File: config.mk
export PLATFORM = sky130hd
export DESIGN_NAME = decode_hazard_ctrl
export DESIGN_NICKNAME = d
export VERILOG_FILES = /design/src/rtl/decode_hazard_ctrl.sv
export SDC_FILE = /design/constraint.sdc
export NUM_CORES = 1
export LEC_CHECK = 0
export ABC_AREA = 1
export CORE_UTILIZATION = 45
export CTS_CLUSTER_SIZE = 30
export DETAILED_ROUTE_END_ITERATION = 8
export MAX_ROUTING_LAYER = met4
export PLACE_DENSITY_LB_ADDON = 0.3
export SYNTH_ARGS = -nofsm -noshare
export SYNTH_HDL_FRONTEND = slang
export SYNTH_SLANG_ARGS = --single-unit
File: constraint.sdc
create_clock -name clk -period 4.2 [get_ports clk]
set_clock_uncertainty 0.2 [all_clocks]
set_input_delay 0.42 -clock clk [delete_from_list [all_inputs] [get_ports clk]]
set_output_delay 0.42 -clock clk [all_outputs]
set_load 0.005 [all_outputs]
File: src/rtl/decode_hazard_ctrl.sv
// decode_hazard_ctrl: decode stage with the ID/EX register, hazard stalls, jump/branch redirect and HALT control.
// The ins/fetch_addr relationship assumes a one-cycle synchronous fetch memory.
module decode_hazard_ctrl #(
    parameter int AW    = 16,
    parameter int IW    = 32,
    parameter int CNT_W = 16
) (
    input  logic             clk,
    input  logic             reset,
    input  logic [IW-1:0]    ins,
    input  logic [AW-1:0]    fetch_addr,
    input  logic             zero_flag,
    input  logic             resume,
    output logic             stall,
    output logic             stall_pm,
    output logic             pc_mux_sel,
    output logic [AW-1:0]    jmp_loc,
    output logic             dec_valid,
    output logic [5:0]       dec_opcode,
    output logic [4:0]       dec_rd,
    output logic [4:0]       dec_rs1,
    output logic [15:0]      dec_imm,
    output logic [AW-1:0]    dec_pc,
    output logic             halted,
    output logic             illegal_op,
    output logic [CNT_W-1:0] stall_cnt
);
    localparam logic [5:0] OP_NOP   = 6'h00;
    localparam logic [5:0] OP_ALU   = 6'h01;
    localparam logic [5:0] OP_LOAD  = 6'h02;
    localparam logic [5:0] OP_STORE = 6'h03;
    localparam logic [5:0] OP_JMP   = 6'h04;
    localparam logic [5:0] OP_BZ    = 6'h05;
    localparam logic [5:0] OP_HALT  = 6'h3F;

    typedef enum logic {RUN, HALTED} state_t;

    state_t        state, state_d;
    logic [AW-1:0] ins_pc;
    logic [5:0]    op;
    logic [4:0]    rs1;
    logic          is_legal, reads_rs1, load_use, flag_haz, redirect, run_stall, load_idex;

    assign op        = ins[31:26];
    assign rs1       = ins[20:16];
    assign is_legal  = op inside {OP_NOP, OP_ALU, OP_LOAD, OP_STORE, OP_JMP, OP_BZ, OP_HALT};
    assign reads_rs1 = op inside {OP_ALU, OP_LOAD, OP_STORE};
    assign load_use  = dec_valid && dec_opcode == OP_LOAD && dec_rd != 5'd0 && reads_rs1 && rs1 == dec_rd;
    assign flag_haz  = op == OP_BZ && dec_valid && dec_opcode == OP_ALU;
    assign redirect  = op == OP_JMP || (op == OP_BZ && zero_flag);
    assign run_stall = op == OP_HALT || load_use || flag_haz;
    assign stall_pm  = 1'b0;
    assign halted    = state == HALTED;

    always_comb begin
        state_d    = state;
        stall      = 1'b0;
        pc_mux_sel = 1'b0;
        jmp_loc    = '0;
        load_idex  = 1'b0;
        if (state == RUN) begin
            stall      = run_stall;
            pc_mux_sel = !run_stall && redirect;
            jmp_loc    = (!run_stall && redirect) ? AW'(ins[15:0]) : '0;
            load_idex  = !run_stall;
            state_d    = op == OP_HALT ? HALTED : RUN;
        end else begin
            stall      = !resume;
            pc_mux_sel = resume;
            jmp_loc    = resume ? ins_pc + AW'(1) : '0;
            state_d    = resume ? RUN : HALTED;
        end
    end

    always_ff @(posedge clk or posedge reset) begin
        if (reset) begin
            state <= RUN;
            ins_pc <= '0;
        end else begin
            state <= state_d;
            ins_pc <= fetch_addr;
        end
    end

    // A stalled or halted cycle writes an all-zero bubble into ID/EX.
    always_ff @(posedge clk or posedge reset) begin
        if (reset) begin
            dec_valid  <= 1'b0;
            dec_opcode <= '0;
            dec_rd     <= '0;
            dec_rs1    <= '0;
            dec_imm    <= '0;
            dec_pc     <= '0;
        end else begin
            dec_valid  <= load_idex && is_legal && op != OP_NOP;
            dec_opcode <= load_idex ? op : '0;
            dec_rd     <= load_idex ? ins[25:21] : '0;
            dec_rs1    <= load_idex ? rs1 : '0;
            dec_imm    <= load_idex ? ins[15:0] : '0;
            dec_pc     <= load_idex ? ins_pc : '0;
        end
    end

    always_ff @(posedge clk or posedge reset) begin
        if (reset) begin
            illegal_op <= 1'b0;
            stall_cnt  <= '0;
        end else begin
            illegal_op <= illegal_op || (state == RUN && !is_legal);
            stall_cnt  <= (stall && !(&stall_cnt)) ? stall_cnt + CNT_W'(1) : stall_cnt;
        end
    end
endmodule

# Word-level counts from Yosys, hierarchy flattened
# Index checks and enable logic that the tools add are counted.
[op_classes]
eq_ne = 9
n_mux = 14
n_addsub = 2
n_reduce_logical = 26
bitwise = 1
[op_table]
columns = ["op", "count"]
rows = [
  ["$mux 16", 5],
  ["$add 16x1->16 const B", 2],
  ["$eq 6x2->1 const B", 3],
  ["$reduce_and 16->1", 1],
  ["$eq 6x1->1 const B", 2],
  ["$eq 6x3->1 const B", 2],
  ["$logic_and 1x1->1", 12],
  ["$mux 5", 2],
  ["$reduce_bool 7->1", 1],
  ["$eq 6x6->1 const B", 1],
  ["$logic_not 6->1", 1],
  ["$mux 1", 6],
  ["$mux 6", 1],
  ["$reduce_bool 6->1", 1],
  ["$eq 5x5->1", 1],
  ["$reduce_bool 5->1", 1],
  ["$logic_not 1->1", 4],
  ["$logic_or 1x1->1", 4],
  ["$reduce_bool 3->1", 1],
  ["$not 1->1", 1],
]
[word_totals]
word_cells = 62
in_bits = 52
register_bits = 83
out_inout_bits = 86

# Logic depth before layout (Yosys ltp)
# Gate-level depths: netlist (run 1).
[logic_depth]
ltp_word = 11
depth_mapped = 14
ltp_nobuf = 13

# Worst setup path before layout (run 1)
# OpenSTA, ideal clock, no wires.
[synth_path]
path_kind = "input to output"
startpoint = "in ins[30]"
endpoint = "out jmp_loc[12]"
arrival_time_ns = 1.472
path_slack_ns = 2.108
t_required_ns = 3.580
stages = 10
n_path_buf = 1
cell_sequence = "inv_1 nand2_1 nor3_1 nand2_1 inv_1 o21ai_0 nor2_1 buf_4 nand2_1 nand2_1"
[synth_via]
elab_chain_cells = 10
word_cells_on_any_way = 19
cone_classes = "eq/ne (6); mux (2); reduce/logical (11)"
[synth_rtl]
columns = ["item", "line_no", "rtl"]
rows = [
  ["start, declared", "10", "input logic [IW-1:0] ins,"],
  ["$eq 6x1->1 / $eq 6x2->1 (equally long branches)", "47", "assign reads_rs1 = op inside {OP_ALU, OP_LOAD, OP_STORE};"],
  ["$reduce_bool 3->1", "47", ""],
  ["$logic_and 1x1->1 (2 in series)", "48", "assign load_use = dec_valid && dec_opcode == OP_LOAD && dec_rd != 5'd0 && reads_rs1 && rs1 == dec_rd;"],
  ["$logic_or 1x1->1 (2 in series)", "51", "assign run_stall = op == OP_HALT || load_use || flag_haz;"],
  ["$logic_not 1->1", "64", "jmp_loc = (!run_stall && redirect) ? AW'(ins[15:0]) : '0;"],
  ["$logic_and 1x1->1 (*)", "64", ""],
  ["$mux 16 (*)", "64", ""],
  ["$mux 16 (*)", "61", "if (state == RUN) begin"],
  ["end, declared", "17", "output logic [AW-1:0] jmp_loc,"],
]
# Every way passes the cells marked *; elsewhere a longest branch is shown, timed or not.

# Final worst setup path (run 1)
[layout_path]
startpoint = "in ins[30]"
endpoint = "out jmp_loc[3]"
# The elaborated chain is that of the path after synthesis.

==> flow_summary.ini, run 1 <==
[final_layout]
multi_input_area_mm2 = 0.00136
antenna_cells = 0
area.growth.synth_to_final_pct = 43.6
n_fill_cell = 715
layout_common_cells = clkdlybuf4s50_1 (136), nand2_1 (112), dfrtp_1 (83)
drive_above_1_share_pct = 4.81
stdcell_count = 708
fin_nets = 652
final_common_cell = clkdlybuf4s50_1
finish.instance_area_mm2 = 0.00547
regArea_mm2 = 0.00208

[drt]
wl_um = 9480
drc = 0
avgViaCountPerCell = 4.85
route.vias.total = 3435
drt_iter0_markers = 105
wl_per_cell_um = 13.4
ant_nets = 0
dr.pass1.iters = 4

[power]
p_seq_share_pct = 43.1
p_leak_nw = 2.70
p_int_mw = 1.65
ir_worst_vdd_v = 0.000221
finalPower_mw = 2.35
p_sw_share_pct = 29.9
power_switching_mw = 0.704
p_comb_share_pct = 30.0
power.density_mw_per_mm2 = 430
clockPowerShare_pct = 26.9

[sta]
finalCritPeriodShare_pct = 82.8
tightest_slew_ns = 0.985
fin_ws_ns = 0.724
relSlewSlack_pct = 34.2
fin_setup_tns_ns = 0
hold_violations = 0
rsz0062_at_grt = false
max_freq_ghz = 0.288
period_needed_ns = 3.48
setup_viol = 0
final-max-slew-violation-count = 0

[hold_path]
hold_class = reg -> reg
hp-start = illegal_op

[global_routing]
grt_pass1_vias = 3218
grt_pass1_wl_um = 15000
grt_use_total_pct = 23.0
grt.overflow.total = 0
grt_max_degree = 59
antenna_found_initial = 0

[placed_design]
place_area_mm2 = 0.00525
hpwl_um = 6910
dp.cells = 692
place.port_buffers = 136
place_ws_ns = 0.790
gp_congestion = 0.884

[synth]
seq_area_frac_synth_pct = 54.5
yosysTopAreaCell = dfrtp_1
yosys_warnings = 0
syn_avg_cell_area_um2 = 8.28
ys_types = 27
yosysTopAreaCellShare_pct = 54.5
synthCells = 460
synth_area_leaders = dfrtp_1 (55%), nand2_1 (11%), inv_1 (7.5%)
synthesis.area_mm2 = 0.00381
synth_nets = 514
synth_seq_cells = 83

[floorplanning]
die_w_um = 94.0
start_util_pct = 46.4
boundaryPins = 138
coreArea_mm2 = 0.00822
fp.dieH_um = 94.0
die_area_mm2 = 0.00884
rows = 33

[clock_network]
path_clk_slew_ns = 0.08
post-cts-setup-buffer-count = 0
cts_sinks = 83
ctsHoldBuffers = 0
clkLatencyLatePin_ns = 0.34
cts_max_path_buffers = 2
cts-root-buf = clkbuf_8
cts_tree = done
htreeDepth = 3
numCtsBuffers = 9
cts_resized = 0

[critical_path]
cp-end-kind = primary output
cp.arrival_ns = 2.86
cp_max_fo = 23
r2r-start = dec_rd[2]
cp-start-kind = input pin
worstPathRequired_ns = 3.58
regToRegSetupSlack_ns = 1.51
criticalPathCategory = in -> out
startpoint = ins[30]

[run_status]
status = complete, no violations

[flow_run]
maxCapViolCount = 0
## path summary, 6_finish.rpt
check                      depth (start not counted)            to
setup reg to reg                                  11  stall_cnt[8]
min in group asynchronous                          2    dec_imm[1]
setup / recovery                                  13    jmp_loc[3]
hold / removal                                     1    illegal_op
max in group asynchronous                          3     ins_pc[3]
hold reg to reg                                    1    illegal_op
## final cells by class
| class | count | share of cell area, % |
|---|---|---|
| clock buffers | 9 | 2.26 |
| flip-flops and latches | 83 | 38.0 |
| multi-input cells | 287 | 24.8 |
| repair buffers | 140 | 25.4 |
| clock inverters | 7 | 1.83 |
| well taps | 105 | 2.40 |
| inverters | 77 | 5.31 |
## per-layer routing
| metal | vias to the layer above | GRT usage [%] | share of wire [%] |
|---|---|---|---|
| li1 | 1685 | - | - |
| met1 | 1609 | 27.7 | 42 |
| met2 | 122 | 38.7 | 50 |
| met3 | 19 | 3.48 | 5.4 |
| met4 | 0 | 9.23 | 2.2 |
| met5 | - | - | 0 |
## Yosys cell counts, drive strengths merged
library cell and number:
a21oi 7, buf 11, clkbuf 2, clkinv 1
conb 1, dfrtp 83, ha 2, inv 76
nand2 114, nand3 24, nand4 23, nor2 77
nor3 7, nor4 1, o21ai 13, o21bai 1
o31ai 1, or2 1, xnor2 7, xor2 8
## flip-flops by register name, indices dropped and copies added (netlist names), 5 cells and up
name,flops
dec_rs1,5
dec_opcode,6
stall_cnt,16
dec_rd,5
ins_pc,16
dec_imm,16
dec_pc,16
## worst max-delay path: stages
cell and delay, ns:
clkdlybuf4s50_1 0.42, inv_1 0.09, nand2_1 0.09, nor3_1 0.26, nand4_1 0.17, nand2_1 0.10
nand2_1 0.08, nand2_2 0.35, nor2_1 0.07, buf_4 0.21, nand2_1 0.08, nand2_1 0.06
clkdlybuf4s50_1 0.44
## through the flow
step | util [%] | hold WS [ns]
4_1_cts | 66.6 | 0.291
2_1_floorplan | - | 0.251
5_1_grt | 66.6 | 0.297
3_3_place_gp | 63.9 | 0.262
6_report | 66.6 | 0.285
3_5_place_dp | 63.9 | 0.269
## power by group through the flow
stage               logic, mW  registers, mW  clock network, mW
floorplan               0.294           1.03                  0
global placement        0.701           1.02                  0
detailed placement      0.713           1.03                  0
CTS                     0.717           1.01              0.650
global route            0.783           1.03              0.686
finish                  0.707           1.01              0.632
## kinds of logic after synthesis
family	share of synthesized area [%]
AO/OA/AOI/OAI	3.02
adder cells (fa/ha/maj)	0.657
buffers and inverters	9.85
XOR/XNOR	3.45
AND/OR/NAND/NOR	28.4
other	0.0984
flip-flops	54.5
No activity file was read; power rests on OpenSTA's default activity.
==> inputs of run 2 (changes only) <==
==> constraint.sdc (replaced) <==
create_clock -name clk -period 3.2 [get_ports clk]
set_clock_uncertainty 0.2 [all_clocks]
set_input_delay 0.32 -clock clk [delete_from_list [all_inputs] [get_ports clk]]
set_output_delay 0.32 -clock clk [all_outputs]
set_load 0.005 [all_outputs]
==> run 2 against run 1 <==
Against the previous run:
- register-to-register slack worse by 0.58 ns
- worst hold slack got worse by 0.087 ns
- non-clock buffer count grew 3
- cell count up 0.42%
- setup slack lost 0.54 ns
- first-iteration DRC count is 38% higher
- critical endpoint is now jmp_loc[10]
- highest routed layer unchanged
==> flow_summary.ini, run 2 (same netlist as run 1, synthesis figures left out) <==
[sta]
hold_violations = 0
timing.hold.ws_ns = 0.199
finalCritPeriodShare_pct = 94.1
relSlewSlack_pct = 45.4
fin_setup_tns_ns = 0
tightest_slew_ns = 0.820
final-max-slew-violation-count = 0
setup_viol = 0
max_freq_ghz = 0.332
rsz0062_at_grt = false
period_needed_ns = 3.01

[power]
p_comb_share_pct = 30.3
clockPowerShare_pct = 26.9
p_int_mw = 2.17
power.density_mw_per_mm2 = 563
ir_worst_vdd_v = 0.000300
finalPower_mw = 3.10
p_sw_share_pct = 29.9
p_leak_nw = 2.72
power_switching_mw = 0.926
p_seq_share_pct = 42.8

[floorplanning]
die_area_mm2 = 0.00884
die_w_um = 94.0
fp.dieH_um = 94.0
coreArea_mm2 = 0.00822
rows = 33
boundaryPins = 138
start_util_pct = 46.4

[clock_network]
ctsHoldBuffers = 0
path_clk_slew_ns = 0.09
post-cts-setup-buffer-count = 0
clkLatencyLatePin_ns = 0.35
cts_sinks = 83
cts-root-buf = clkbuf_8
htreeDepth = 3
cts_resized = 0
cts_max_path_buffers = 2
numCtsBuffers = 9
cts_tree = done

[hold_path]
hp-start = fetch_addr[2]
whs_endpoint = ins_pc[2]
hold_class = in -> reg
hold_depth = 1

[drt]
route.vias.total = 3390
avgViaCountPerCell = 4.77
drt_iter0_markers = 145
dr.pass1.iters = 6
drc = 0
wl_per_cell_um = 13.2
wl_um = 9380
ant_nets = 0

[final_layout]
n_fill_cell = 693
multi_input_area_mm2 = 0.00136
layout_common_cells = clkdlybuf4s50_1 (136), nand2_1 (112), dfrtp_1 (83)
utilization_pct = 66.9
antenna_cells = 0
final_common_cell = clkdlybuf4s50_1
regArea_mm2 = 0.00208
fin_nets = 655
drive_above_1_share_pct = 5.45
area.growth.synth_to_final_pct = 44.3

[critical_path]
cp.arrival_ns = 2.49
cp_max_fo = 4
regToRegSetupSlack_ns = 0.93
cp-start-kind = flip-flop
cp-end-kind = primary output
r2r-end = stall_cnt[7]
r2r-start = dec_rd[1]
reg2reg_depth = 12
worstPathRequired_ns = 2.68
criticalPathCategory = reg -> out

[placed_design]
hpwl_um = 7000
gp_congestion = 0.833
place.port_buffers = 136

[global_routing]
grtUsageMet3_pct = 4.94
grt-busiest-layer = met2
grt_pass1_wl_um = 15000
grt.overflow.total = 0
grt_use_met2_pct = 36.0
grt_max_degree = 49
grt_pass1_vias = 3151
antenna_found_initial = 0
grt_use_total_pct = 23.1
grt_use_met1_pct = 29.7

[flow_run]
maxCapViolCount = 0

[run_status]
status = complete, no violations
==> run 2: changes by cell type in the layout (fill, tap and decap cells not counted) <==
| cell | delta |
|---|---|
| buf_4 | +3 |
| o21ai_1 | +1 |
| nor3_2 | +1 |
| o21ai_0 | -1 |
| nor3_1 | -1 |
==> run 2: per-stage QoR <==
stage	cell area, µm²	instances	worst slack (ns)
after CTS	5490	711	0.175
after global placement	5270	695	0.242
after detailed placement	5270	695	0.231
final	5500	711	0.188
after floorplan	3810	460	0.543
after global routing	5500	711	0.0149
==> run 2: critical path, stage by stage (launching register included) <==
cell             delay, ns
dfrtp_1               0.39
ha_1                  0.23
nand4_1               0.19
nor2_1                0.13
nand2_1               0.09
nor2_1                0.13
nand2_1               0.08
o21ai_0               0.21
nand3_1               0.11
nand2_1               0.09
clkdlybuf4s50_1       0.50
==> run 2: area by class of cell <==
cell class,instances,area share (%)
tap,105,2.39
sequential,83,37.8
clock inverter,7,1.82
timing repair buffer,143,25.7
multi-input combinational,287,24.8
inverter,77,5.28
clock buffer,9,2.25
==> run 2: per-layer routing <==
| metal | up-vias | part of all wire, % |
|---|---|---|
| li1 | 1700 | - |
| met1 | 1563 | 42 |
| met2 | 107 | 49 |
| met3 | 20 | 6.5 |
| met4 | 0 | 2.5 |
| met5 | - | 0 |
==> run 2: worst max-delay path by stage <==
stage / depth (start not counted) / endpoint / slack, ns / startpoint
6_report: 10 / jmp_loc[10] / 0.19 / ins_pc[0]
5_1_grt: 10 / jmp_loc[14] / 0.01 / ins_pc[0]
4_1_cts: 10 / jmp_loc[10] / 0.17 / ins_pc[0]
3_5_place_dp: 12 / jmp_loc[7] / 0.23 / ins[30]
3_3_place_gp: 9 / pc_mux_sel / 0.24 / ins[28]
2_1_floorplan: 1 / dec_imm[0] / 0.54 / reset
==> run 2: power groups by stage <==
| stage | logic [mW] | registers [mW] | clock network, mW |
|---|---|---|---|
| after CTS | 0.953 | 1.33 | 0.850 |
| final | 0.938 | 1.33 | 0.832 |
| after global routing | 1.04 | 1.35 | 0.902 |
| after global placement | 0.932 | 1.34 | 0 |
| after floorplan | 0.386 | 1.35 | 0 |
| after detailed placement | 0.949 | 1.35 | 0 |
==> RTL edit, RTL diff (flow settings as in run 2) <==
Take the reset off `dec_rs1` and `dec_imm` and load them in a clocked block of their own.
--- a/src/rtl/decode_hazard_ctrl.sv
+++ b/src/rtl/decode_hazard_ctrl.sv
@@ -89,6 +89,4 @@
             dec_opcode <= '0;
             dec_rd     <= '0;
-            dec_rs1    <= '0;
-            dec_imm    <= '0;
             dec_pc     <= '0;
         end else begin
@@ -96,8 +94,11 @@
             dec_opcode <= load_idex ? op : '0;
             dec_rd     <= load_idex ? ins[25:21] : '0;
-            dec_rs1    <= load_idex ? rs1 : '0;
-            dec_imm    <= load_idex ? ins[15:0] : '0;
             dec_pc     <= load_idex ? ins_pc : '0;
         end
+    end
+
+    always_ff @(posedge clk) begin
+        dec_rs1 <= load_idex ? rs1 : '0;
+        dec_imm <= load_idex ? ins[15:0] : '0;
     end
 
Formal check against the unedited RTL: not equivalent (Yosys sat finds a counterexample within 4 cycles, from zero or initial values and one cycle with reset high).
==> RTL edit against run 2 <==
- sequential cell count unchanged
- synthesized area shrank 3.4%
- die area is 3.3% lower
- synthesized cell count shrank 0.65%
- design area fell by 1.1%
- wire length is 4.0% higher
- worst setup slack better by 0.022 ns
- fmax up 0.74%
- total power is 0.88% lower
- count of clock-buffer cells in the layout is 2 higher
- largest cell class unchanged
- largest power group unchanged
- highest routed layer unchanged
==> RTL edit: results (changes against run 2) <==
Placed design
  • HPWL after detailed placement: 7.17 mm (was 7.00 mm)
  • Placer's final routability congestion estimate: 0.895 (was 0.833)
  • Pre-CTS WS: 0.232 ns (was 0.231 ns)
  • Placed Instances: 687 (was 695)
  • Area after detailed placement: 0.00515 mm² (was 0.00527 mm²)

Critical path
  • Start point of the critical path: ins_pc[2] (was ins_pc[0])
  • Endpoint of the worst setup timing path: jmp_loc[11] (was jmp_loc[10])
  • Flop2flop setup slack: 0.64 ns (was 0.93 ns)
  • Critical path arrival: 2.47 ns (was 2.49 ns)
  • Worst-path maximum fanout: 5 (was 4)

Synthesis
  • Synth unique cells: 33 (was 27)
  • Async set-or-reset flop fraction in the synthesized netlist: 74.7% (was 100%)
  • Cell types occupying the most area after synthesis: sky130_fd_sc_hd__dfrtp_1 42%, sky130_fd_sc_hd__dfxtp_1 11%, sky130_fd_sc_hd__nand2_1 11% (was sky130_fd_sc_hd__dfrtp_1 55%, sky130_fd_sc_hd__nand2_1 11%, sky130_fd_sc_hd__inv_1 7.5%)
  • Number of standard cells after synthesis: 457 (was 460)
  • Post-synthesis sequential area ratio: 53.6% (was 54.5%)

GRT
  • Wire length of the first global-routing pass: 15.6 mm (was 15.0 mm)
  • Via count of the first global-routing pass: 3264 (was 3151)
  • GR Util All Layers: 24.3% (was 23.1%)

Min path
  • Worst min-delay path class: input port to asynchronous set/reset pin (was input port to register)

Final layout
  • Nets: 654 (was 655)
  • Layout cell share with drive strength beyond 1: 7.44% (was 5.45%)
  • Non-filler cells, final: 707 (was 711)

Pwr
  • Leakage component of the power: 0.00266 µW (was 0.00272 µW)
  • Worst vdd rail ir drop: 0.267 mV (was 0.300 mV)

Outcome
  • Status: complete, no violations (unchanged)

Detailed routing
  • Iteration-0 DRC count of the detailed router: 131 (was 145)
  • Total number of vias: 3426 (was 3390)

Timing
  • Final clock period utilization by the worst path: 93.4% (was 94.1%)
  • Hold_ws: 0.198 ns (was 0.199 ns)
==> RTL edit: layout make-up <==
type / count / area (µm²)
Fill cell: 655 / 2370
Sequential cell: 83 / 1970
Timing Repair Buffer: 146 / 1450
Multi-Input combinational cell: 287 / 1400
Inverter: 73 / 274
Clock buffer: 11 / 131
Tap cell: 102 / 128
Clock inverter: 5 / 77.6
==> RTL edit: power groups by stage <==
stage / combinational [µW] / clock (µW) / sequential (µW)
after global routing: 1020 / 866 / 1350
after CTS: 938 / 819 / 1330
after detailed placement: 932 / 0 / 1350
final: 936 / 801 / 1330
after floorplan: 362 / 0 / 1360
after global placement: 914 / 0 / 1340
==> RTL edit: cell families after synthesis <==
| kind of cell | synth area share, % |
|---|---|
| XOR/XNOR | 3.57 |
| adder cells (fa/ha/maj) | 0.680 |
| other | 0.102 |
| AO/OA/AOI/OAI | 3.06 |
| buffers and inverters | 9.62 |
| flip-flops | 53.6 |
| AND/OR/NAND/NOR | 29.4 |
==> RTL edit: per-layer routing <==
metal / up-vias / track usage [%] / wire (µm)
met1: 1603 / 30.8 / 4360
met3: 10 / 2.55 / 527
li1: 1692 / - / -
met4: 0 / 9.11 / 133
met5: - / - / 0
met2: 121 / 40.2 / 4740
==> RTL edit: worst max-delay path: stages (launching register included) <==
cell and delay [ns]:
sky130_fd_sc_hd__dfrtp_2 0.43, sky130_fd_sc_hd__nand3_1 0.12, sky130_fd_sc_hd__nor2_1 0.14, sky130_fd_sc_hd__nand2_2 0.12, sky130_fd_sc_hd__nor3_4 0.24, sky130_fd_sc_hd__nand3_1 0.17
sky130_fd_sc_hd__o21ai_1 0.20, sky130_fd_sc_hd__nand3_1 0.12, sky130_fd_sc_hd__nand2_1 0.09, sky130_fd_sc_hd__clkdlybuf4s50_1 0.49
